===== src/rtl/vram_pkg.sv =====
// Shared VRAM geometry, pixel type and arbiter state encoding for the strip
// buffer write path.
package vram_pkg;
   localparam int VRAM_AW     = 19;
   localparam int VRAM_DW     = 12;
   localparam int STRIP_LINES = 32;
   localparam int H_ACTIVE    = 640;
   localparam int STRIP_DEPTH = STRIP_LINES * H_ACTIVE;

   typedef logic [VRAM_DW-1:0] pixel_t;

   typedef enum logic [1:0] {
      IDLE,
      GRANT,
      SWAP
   } arb_state_t;
endpackage


===== src/rtl/vram_write_arbiter_rr_pick.sv =====
// Round-robin picker: first asserted valid bit at or after ptr_i, wrapping
// modulo NREQ.
module rr_pick #(
   parameter int NREQ = 3,
   localparam int IW  = (NREQ > 1) ? $clog2(NREQ) : 1
) (
   input  logic [NREQ-1:0] valid_i,
   input  logic [IW-1:0]   ptr_i,
   output logic            found_o,
   output logic [IW-1:0]   idx_o
);
   always_comb begin
      int j;
      found_o = 1'b0;
      idx_o   = '0;
      j       = 0;
      // Walk from the farthest offset back so the nearest valid index wins.
      for (int k = NREQ - 1; k >= 0; k--) begin
         j = (int'(ptr_i) + k) % NREQ;
         if (valid_i[j]) begin
            found_o = 1'b1;
            idx_o   = IW'(j);
         end
      end
   end
endmodule


===== src/rtl/vram_write_arbiter.sv =====
// Round-robin, burst-locked arbiter for the single VRAM write port, gated by
// the scan write window, with burst-safe double-buffer bank swapping.
module vram_write_arbiter
   import vram_pkg::*;
#(
   parameter int NREQ     = 3,
   parameter int AW       = VRAM_AW,
   parameter int DW       = VRAM_DW,
   parameter int MAXBURST = 640,
   localparam int IW      = (NREQ > 1) ? $clog2(NREQ) : 1,
   localparam int CW      = $clog2(MAXBURST + 1)
) (
   input  logic               clk,
   input  logic               reset,
   input  logic               win_en,
   input  logic               swap,
   input  logic [NREQ-1:0]    req_valid,
   input  logic [NREQ-1:0]    req_last,
   input  logic [NREQ*AW-1:0] req_addr,
   input  logic [NREQ*DW-1:0] req_data,
   output logic [NREQ-1:0]    req_ready,
   output logic               wr_en,
   output logic [AW-1:0]      wr_addr,
   output logic [DW-1:0]      wr_data,
   output logic [IW-1:0]      grant_id,
   output logic               busy,
   output logic               bank_sel,
   output logic               swap_ack
);
   arb_state_t    state_q;
   logic [IW-1:0] rr_ptr_q;
   logic [IW-1:0] grant_id_q;
   logic [CW-1:0] beat_cnt_q;
   logic          swap_pend_q;
   logic          wr_en_q;
   logic [AW-1:0] wr_addr_q;
   logic [DW-1:0] wr_data_q;
   logic          bank_sel_q;
   logic          swap_ack_q;

   logic          pick_found;
   logic [IW-1:0] pick_idx;
   logic          g_valid;
   logic          g_last;
   logic          xfer;
   logic          cnt_full;
   logic          release_g;
   logic [IW-1:0] next_ptr_d;

   rr_pick #(.NREQ(NREQ)) u_pick (
      .valid_i (req_valid),
      .ptr_i   (rr_ptr_q),
      .found_o (pick_found),
      .idx_o   (pick_idx)
   );

   assign g_valid   = req_valid[grant_id_q];
   assign g_last    = req_last[grant_id_q];
   assign xfer      = (state_q == GRANT) && win_en && g_valid;
   assign cnt_full  = (beat_cnt_q + CW'(1)) == CW'(MAXBURST);
   // A requester that goes idle inside an open window gives up the port.
   assign release_g = (state_q == GRANT) &&
                      ((xfer && (g_last || cnt_full)) || (win_en && !g_valid));
   assign next_ptr_d = (grant_id_q == IW'(NREQ - 1)) ? '0 : grant_id_q + IW'(1);

   always_comb begin
      req_ready = '0;
      if (state_q == GRANT) req_ready[grant_id_q] = win_en;
   end

   always_ff @(posedge clk) begin
      if (!reset) begin
         state_q     <= IDLE;
         rr_ptr_q    <= '0;
         grant_id_q  <= '0;
         beat_cnt_q  <= '0;
         swap_pend_q <= 1'b0;
         wr_en_q     <= 1'b0;
         wr_addr_q   <= '0;
         wr_data_q   <= '0;
         bank_sel_q  <= 1'b0;
         swap_ack_q  <= 1'b0;
      end else begin
         wr_en_q     <= xfer;
         swap_ack_q  <= 1'b0;
         swap_pend_q <= swap_pend_q | swap;
         if (xfer) begin
            wr_addr_q  <= req_addr[grant_id_q*AW +: AW];
            wr_data_q  <= req_data[grant_id_q*DW +: DW];
            beat_cnt_q <= beat_cnt_q + CW'(1);
         end
         case (state_q)
            IDLE: begin
               // A pending swap is served before any new grant.
               if (swap_pend_q) begin
                  state_q    <= SWAP;
                  bank_sel_q <= ~bank_sel_q;
                  swap_ack_q <= 1'b1;
               end else if (pick_found) begin
                  grant_id_q <= pick_idx;
                  beat_cnt_q <= '0;
                  state_q    <= GRANT;
               end
            end
            GRANT: begin
               if (release_g) begin
                  state_q  <= IDLE;
                  rr_ptr_q <= next_ptr_d;
               end
            end
            SWAP: begin
               swap_pend_q <= 1'b0;
               state_q     <= IDLE;
            end
            default: state_q <= IDLE;
         endcase
      end
   end

   assign wr_en    = wr_en_q;
   assign wr_addr  = wr_addr_q;
   assign wr_data  = wr_data_q;
   assign grant_id = grant_id_q;
   assign busy     = (state_q == GRANT);
   assign bank_sel = bank_sel_q;
   assign swap_ack = swap_ack_q;
endmodule


===== config.mk =====
export PLATFORM = sky130hd
export DESIGN_NAME = vram_write_arbiter
export DESIGN_NICKNAME = d
export VERILOG_FILES = /design/src/rtl/vram_pkg.sv /design/src/rtl/vram_write_arbiter_rr_pick.sv /design/src/rtl/vram_write_arbiter.sv
export SDC_FILE = /design/constraint.sdc
export NUM_CORES = 1
export LEC_CHECK = 0
export BUFFER_PORTS_ARGS = -buffer_cell sky130_fd_sc_hd__buf_2
export CAP_MARGIN = 10
export CORE_ASPECT_RATIO = 1.25
export CORE_MARGIN = 2
export CORE_UTILIZATION = 35
export CTS_CLUSTER_DIAMETER = 80
export DETAILED_ROUTE_END_ITERATION = 10
export GPL_ROUTABILITY_DRIVEN = 0
export PLACE_DENSITY_LB_ADDON = 0.08
export SYNTH_ARGS = -nofsm -noshare
export SYNTH_HDL_FRONTEND = slang
export SYNTH_SLANG_ARGS = --single-unit

===== constraint.sdc =====
create_clock -name clk -period 2.8 [get_ports clk]
set_clock_uncertainty 0.05 [all_clocks]
set_input_delay 0.28 -clock clk [delete_from_list [all_inputs] [get_ports clk]]
set_output_delay 0.28 -clock clk [all_outputs]
set_load 0.01 [all_outputs]

==> metrics.md, run 1 <==
| Metric | Value |
|---|---|
| Post-synth EDFFs | 0 |
| Initial Utilization | 36.3% |
| RSZ-0062 raised after global routing | false |
| Post-route ant nets | 0 |
| Routed via count | 2822 |
| Num rows | 36 |
| FMAX | 447 MHz |
| Total track usage | 17.3% |
| Vias per inst | 4.99 |
| DRC | 0 |
| Fin crit period | approximately 2200 ps |
| Buffers & Inverters on Critical Path | 1 |
| Synth cell types | 41 |
| Mux cell area share after synthesis | 11.5% |
| Ys Warns | 0 |
| 1st-iter DRT viols | 88 |
| Hold EP | swap_pend_q |
| Seq cells post-synth | 51 |
| Synth Area in Compound Gates | 18.1% |
| Hold Buf Count CTS | 0 |
| Top cells by area, synth | dfxtp_1 36%, a211oi_2 12%, mux2i_1 12%, nor2_1 12%, nor3_1 5.6% |
| HPWL Detailed | 5.44 mm |
| Fin util | 47.2% |
| Core ar. | 7880 µm² |
| Post-synth top cells | 88 x nor2_1, 51 x dfxtp_1, 33 x mux2i_1, 32 x nor3_1, 28 x a211oi_2 |
| Fin Setup TNS | 0 ps |
| Cells after synthesis | about 340 |
| Antenna diodes | 0 |
| Worst-path clk slew | 100 ps |
| Pre-antenna DRT Iters | 4 |
| Vias in the first global route | 2716 |
| Largest family of logic cells by synthesized area | simple AND/OR/NAND/NOR gates |
| CTS root buf | clkbuf_8 |
| Post-CTS sizing | 0 |
| WP data arrival | between 2000 and 2500 ps |
| Post-synth net total | 444 |
| P&R area growth vs syn | 30.1% |
| Total of max-cap violations | 0 |
| Ratio of final minimum period to clock period | 80.0% |
| DIE HEIGHT | roughly 110 µm |
| RR Endpoint | beat_cnt_q[9] |
| # IOs | 143 |
| Syn_area_per_cell | between 8 and 9 µm² |
| CTS Buf Count | 5 |
| Hold WS | 165 ps |
| Fin nets | 576 |
| Layout cell share with drive strength beyond 1 | about 40% |
| Worst reg2reg path depth | 7 |
| Leak Pwr | 1.56 nW |
| Post-DR wirelength/cell | ~13 µm |
| HP Class | input port to flop |
| Max FO, Critical Path | 10 |
| Simple-Gate Fraction of Synth Area | 23.7% |
| Crit Path Class | flop to flop |
| CP required | about 2900 ps |
| FFs w/ async S/R, synth | 0% |
| CTS tree | done |
| Crit-path leading delay family | simple AND/OR/NAND/NOR gates |
| Grt ovf | 0 |
| CTS sink cnt | 51 |
| Reg-to-Reg Start | rr_ptr_q[0] |
| Initial antenna violation count | 0 |
| Setup violators final | 0 |
| HP Start | swap |
| Synth Area in Adders | 2.01% |
| XOR/XNOR Fraction of Synth Area | 3.06% |
| Maximum vdd drop | 0.238 mV |
| Design Power | 1.65 mW |
| Reg2Reg Setup Slack | 560 ps |
| Post-CTS Setup Inserts | 0 |
| Input/output buffers | approximately 140 |
| Status | finished, final reports clean |
| Final WL | about 7.5 mm |
| Largest net degree at the start of global routing | 42 |
| Max incr delay on CP | 560 ps |
| Leading area contributor after synthesis | dfxtp_1 |
| Die width | ~85 µm |
| Pins Over Slew Limit | 0 |
| CP max stage cell | a2111oi_0 |
| Worst Setup Slack, final | 561 ps |
| Area share of the largest cell type after synthesis | between 30% and 40% |
| Fin. Hold Viols | 0 |
| Top_reg_cell synth | dfxtp_1 |
| Cells along the critical path | inv_1 > ha_1 > and2_1 > a2111oi_0 > nand2_1 > nand2_2 > nor2_1 |
| Worst slew margin | 60.5% |
| First-pass GRT wire length | 12.6 mm |
| DP Worst Slack | 563 ps |
| WP depth | 7 |
| Crit. End Element | flop |
| Seq/Total Area, Yosys | a little over a third |
| Clock buffer depth | 2 |
| Post-Syn Area | roughly 2900 µm² |
| Power per Cell Area | 444 nW/µm² |
| Most frequent cell after synthesis | nor2_1 |
| H-tree depth | 2 |
| Worst Hold Path Cells | 3 |
| Critical Path Start Type | flop |
| Die area | 8920 µm² |
| Measured slew at the worst slew-check pin | approximately 580 ps |
| Worst-Skew Late Latency | 300 ps |
## tightest hold or removal path: stages
cell and delay [ps]:
buf_2 70, o22ai_1 60, nor2_1 80
## worst max path at each step
stage / slack, ps / from / to
4_1_cts: 540 / rr_ptr_q[0] / beat_cnt_q[9]
3_5_place_dp: 560 / rr_ptr_q[0] / beat_cnt_q[9]
6_report: 560 / rr_ptr_q[0] / beat_cnt_q[9]
5_1_grt: 330 / rr_ptr_q[0] / beat_cnt_q[8]
3_3_place_gp: 700 / rr_ptr_q[0] / beat_cnt_q[9]
2_1_floorplan: 860 / rr_ptr_q[0] / beat_cnt_q[0]
## state kept, by name, summed over array words and instances, names as in the netlist
signal / flops
wr_addr: 19
wr_data: 12
beat_cnt_q: 10
grant_id: 2
rr_ptr_q: 2
state_q: 2
bank_sel: 1
swap_ack: 1
swap_pend_q: 1
wr_en: 1
## power by group
part           internal, mW  switching, mW  leakage, nW
Sequential            0.770         0.0242        0.415
Combinational         0.185          0.242         1.09
Clock                 0.177          0.256       0.0483
Total                  1.13          0.522         1.56
## metal layers
layer  vias up  GRT usage, %  wire (µm)  part of all wire [%]
met5         -             0          0                     0
met4         0          5.67        192                   2.6
met3        14          4.11        436                   5.8
met2        88          30.0       3630                    48
met1      1272          20.7       3250                    43
li1       1448             -          -                     -
## cell families after synthesis
group / after synthesis
multiplexers: 33
AND/OR/NAND/NOR: 154
XOR/XNOR: 10
buffers and inverters: 33
AO/OA/AOI/OAI: 52
adder cells (fa/ha/maj): 5
flip-flops: 51
## placed cells by master, fill, tap and decap left out, drive strengths merged, types with 3 or more instances in the layout
cell type	instances
buf	149
nor2	88
dfxtp	51
mux2i	33
nor3	32
a211oi	32
nand2	12
inv	10
xnor2	7
nand4	5
a21oi	5
clkbuf	5
nor2b	4
o32ai	3
xor2	3
ha	3
o21ai	3
## cell type report
type	instances	area, µm²
fillers	822	4160
multi-input cells	254	1680
flip-flops and latches	51	1020
repair buffers	149	776
well taps	95	119
clock buffers	5	68.8
inverters	9	33.8
clock inverters	3	18.8
## metrics by stage
stage                     instance area, µm²  std cells
after global placement                  3630        558
after detailed placement                3630        558
after CTS                               3720        566
after floorplan                         2860        338
final                                   3720        566
after global routing                    3720        566
(Power assumes the default switching activity.)
==> inputs of run 2 (changes only) <==
clock period = 2.3 ns   (was 2.8 ns; I/O delays follow)
==> metrics.md, run 2 (synthesis results as in run 1) <==
| Metric | Value |
|---|---|
| HP Start | swap |
| Commonest non-fill, non-tap cell in the layout | buf_2 |
| Total of max-cap violations | 0 |
| Worst-Skew Late Latency | 300 ps |
| Leak Pwr | 1.58 nW |
| Clock buffer depth | 2 |
| Design Power | 2.07 mW |
| First-pass GRT wire length | 12.5 mm |
| Die area | 8920 µm² |
| Routed via count | 2880 |
| FMAX | 475 MHz |
| Worst Hold Path Cells | 3 |
| Post-CTS Setup Inserts | 0 |
| Worst-path clk slew | 90 ps |
| Status | finished, final reports clean |
| Post-CTS sizing | 0 |
| Total track usage | 17.2% |
| Post-route ant nets | 0 |
| Met2 usage | a little under a third |
| Hold WS | approximately 110 ps |
| Max reg flops | 19 |
| Initial antenna violation count | 0 |
| Fin nets | 578 |
| GR peak layer | met2 |
| CTS root buf | clkbuf_8 |
| Fin crit period | ~2100 ps |
| Finished Layout Cells | 568 |
| CTS Buf Count | 5 |
| Worst slew margin | 68.6% |
| Pins Over Slew Limit | 0 |
| P&R area growth vs syn | 31.8% |
| CTS tree | done |
| Antenna diodes | 0 |
| Worst reg2reg path depth | 7 |
| H-tree depth | 2 |
| Reg2Reg Setup Slack | between 150 and 200 ps |
| RSZ-0062 raised after global routing | false |
| RR Endpoint | grant_id[0] |
| Crit path from | rr_ptr_q[0] |
| WP data arrival | roughly 2200 ps |
| Grt ovf | 0 |
| Vias in the first global route | 2733 |
| Critical Path Start Type | flop |
| CP max stage cell | a2111oi_1 |
| Measured slew at the worst slew-check pin | 471 ps |
| Final WL | 7.58 mm |
| Met3 GRT Util | 4.03% |
| Reg-to-Reg Start | rr_ptr_q[0] |
| 1st-iter DRT viols | around 110 |
| Setup violators final | 0 |
| Max FO, Critical Path | 5 |
| Layout cell share with drive strength beyond 1 | 40.6% |
| Fin. Hold Viols | 0 |
| Crit. End Element | flop |
| DIE HEIGHT | 105 µm |
| Crit Path Class | flop to flop |
| HPWL Detailed | 5.48 mm |
| Post-DR wirelength/cell | 13.3 µm |
| Cells along the critical path | inv_1 > ha_1 > and2_1 > a2111oi_1 > nand2_1 > a21oi_1 > nor2_1 |
| Most frequent cells in the layout | 142 x buf_2, 87 x nor2_1, 50 x dfxtp_1, 33 x mux2i_1, 32 x nor3_1 |
| CP required | 2430 ps |
| Num rows | 36 |
| Ratio of final minimum period to clock period | 91.5% |
| Pre-antenna DRT Iters | 4 |
| Maximum vdd drop | 0.277 mV |
| Vias per inst | 5.07 |
| # IOs | 143 |
| Die width | approximately 85 µm |
| Core ar. | 7880 µm² |
| Input/output buffers | around 140 |
| Initial Utilization | 36.3% |
| Fillers | 790 |
| Max incr delay on CP | between 400 and 500 ps |
| CTS sink cnt | 51 |
| DRC | 0 |
| Hold Buf Count CTS | 0 |
| Buffers & Inverters on Critical Path | 1 |
| Crit-path leading delay family | compound AO/OA/AOI/OAI gates |
| Largest net degree at the start of global routing | 42 |
| Power per Cell Area | 550 nW/µm² |
| HP Class | input port to flop |
| Fin Setup TNS | 0 ps |
| Fin util | roughly 48% |
| Hold EP | swap_pend_q |
| Placed cells | 560 |
| GRT met1 Usage | between 20% and 30% |
==> run 2: power by group <==
group | switching [mW] | internal (mW) | total (mW)
Clock | 0.300 | 0.274 | 0.574
Combinational | 0.297 | 0.233 | 0.530
Sequential | 0.0309 | 0.938 | 0.969
==> run 2: how the worst max path moves through the flow <==
stage | slack [ps] | depth (start not counted) | endpoint
6_report | 200 | 7 | grant_id[0]
2_1_floorplan | 360 | 7 | beat_cnt_q[0]
3_5_place_dp | 80 | 7 | beat_cnt_q[5]
4_1_cts | 60 | 7 | beat_cnt_q[5]
5_1_grt | 30 | 7 | beat_cnt_q[1]
3_3_place_gp | 190 | 7 | beat_cnt_q[0]
==> run 2: area by class of cell <==
| cell class | count | area [µm²] | share of cell area [%] |
|---|---|---|---|
| clock buffers | 7 | 96.3 | 2.56 |
| inverters | 9 | 33.8 | 0.896 |
| well taps | 95 | 119 | 3.15 |
| clock inverters | 1 | 7.51 | 0.199 |
| multi-input cells | 254 | 1690 | 44.8 |
| repair buffers | 151 | 803 | 21.3 |
| flip-flops and latches | 51 | 1020 | 27.1 |
==> run 2: worst register-to-register path: cells and delay by family (launching register included) <==
kind | cells | cell delay (ps)
compound gates | 2 | 690
flops | 1 | 350
buf+inv | 1 | 60
simple gates | 3 | 490
fa+ha+maj | 1 | 350
==> run 2: metal layers <==
| metal | routed length, µm | share of wire, % |
|---|---|---|
| met1 | 3150 | 42 |
| met2 | 3830 | 51 |
| met5 | 0 | 0 |
| met4 | 122 | 1.6 |
| met3 | 471 | 6.2 |
==> run 2: stage by stage <==
step	setup slack [ps]	instance area, µm²
after detailed placement	76.8	3660
after floorplan	356	2860
after global routing	31.2	3770
after global placement	192	3660
final	196	3770
after CTS	58.0	3760
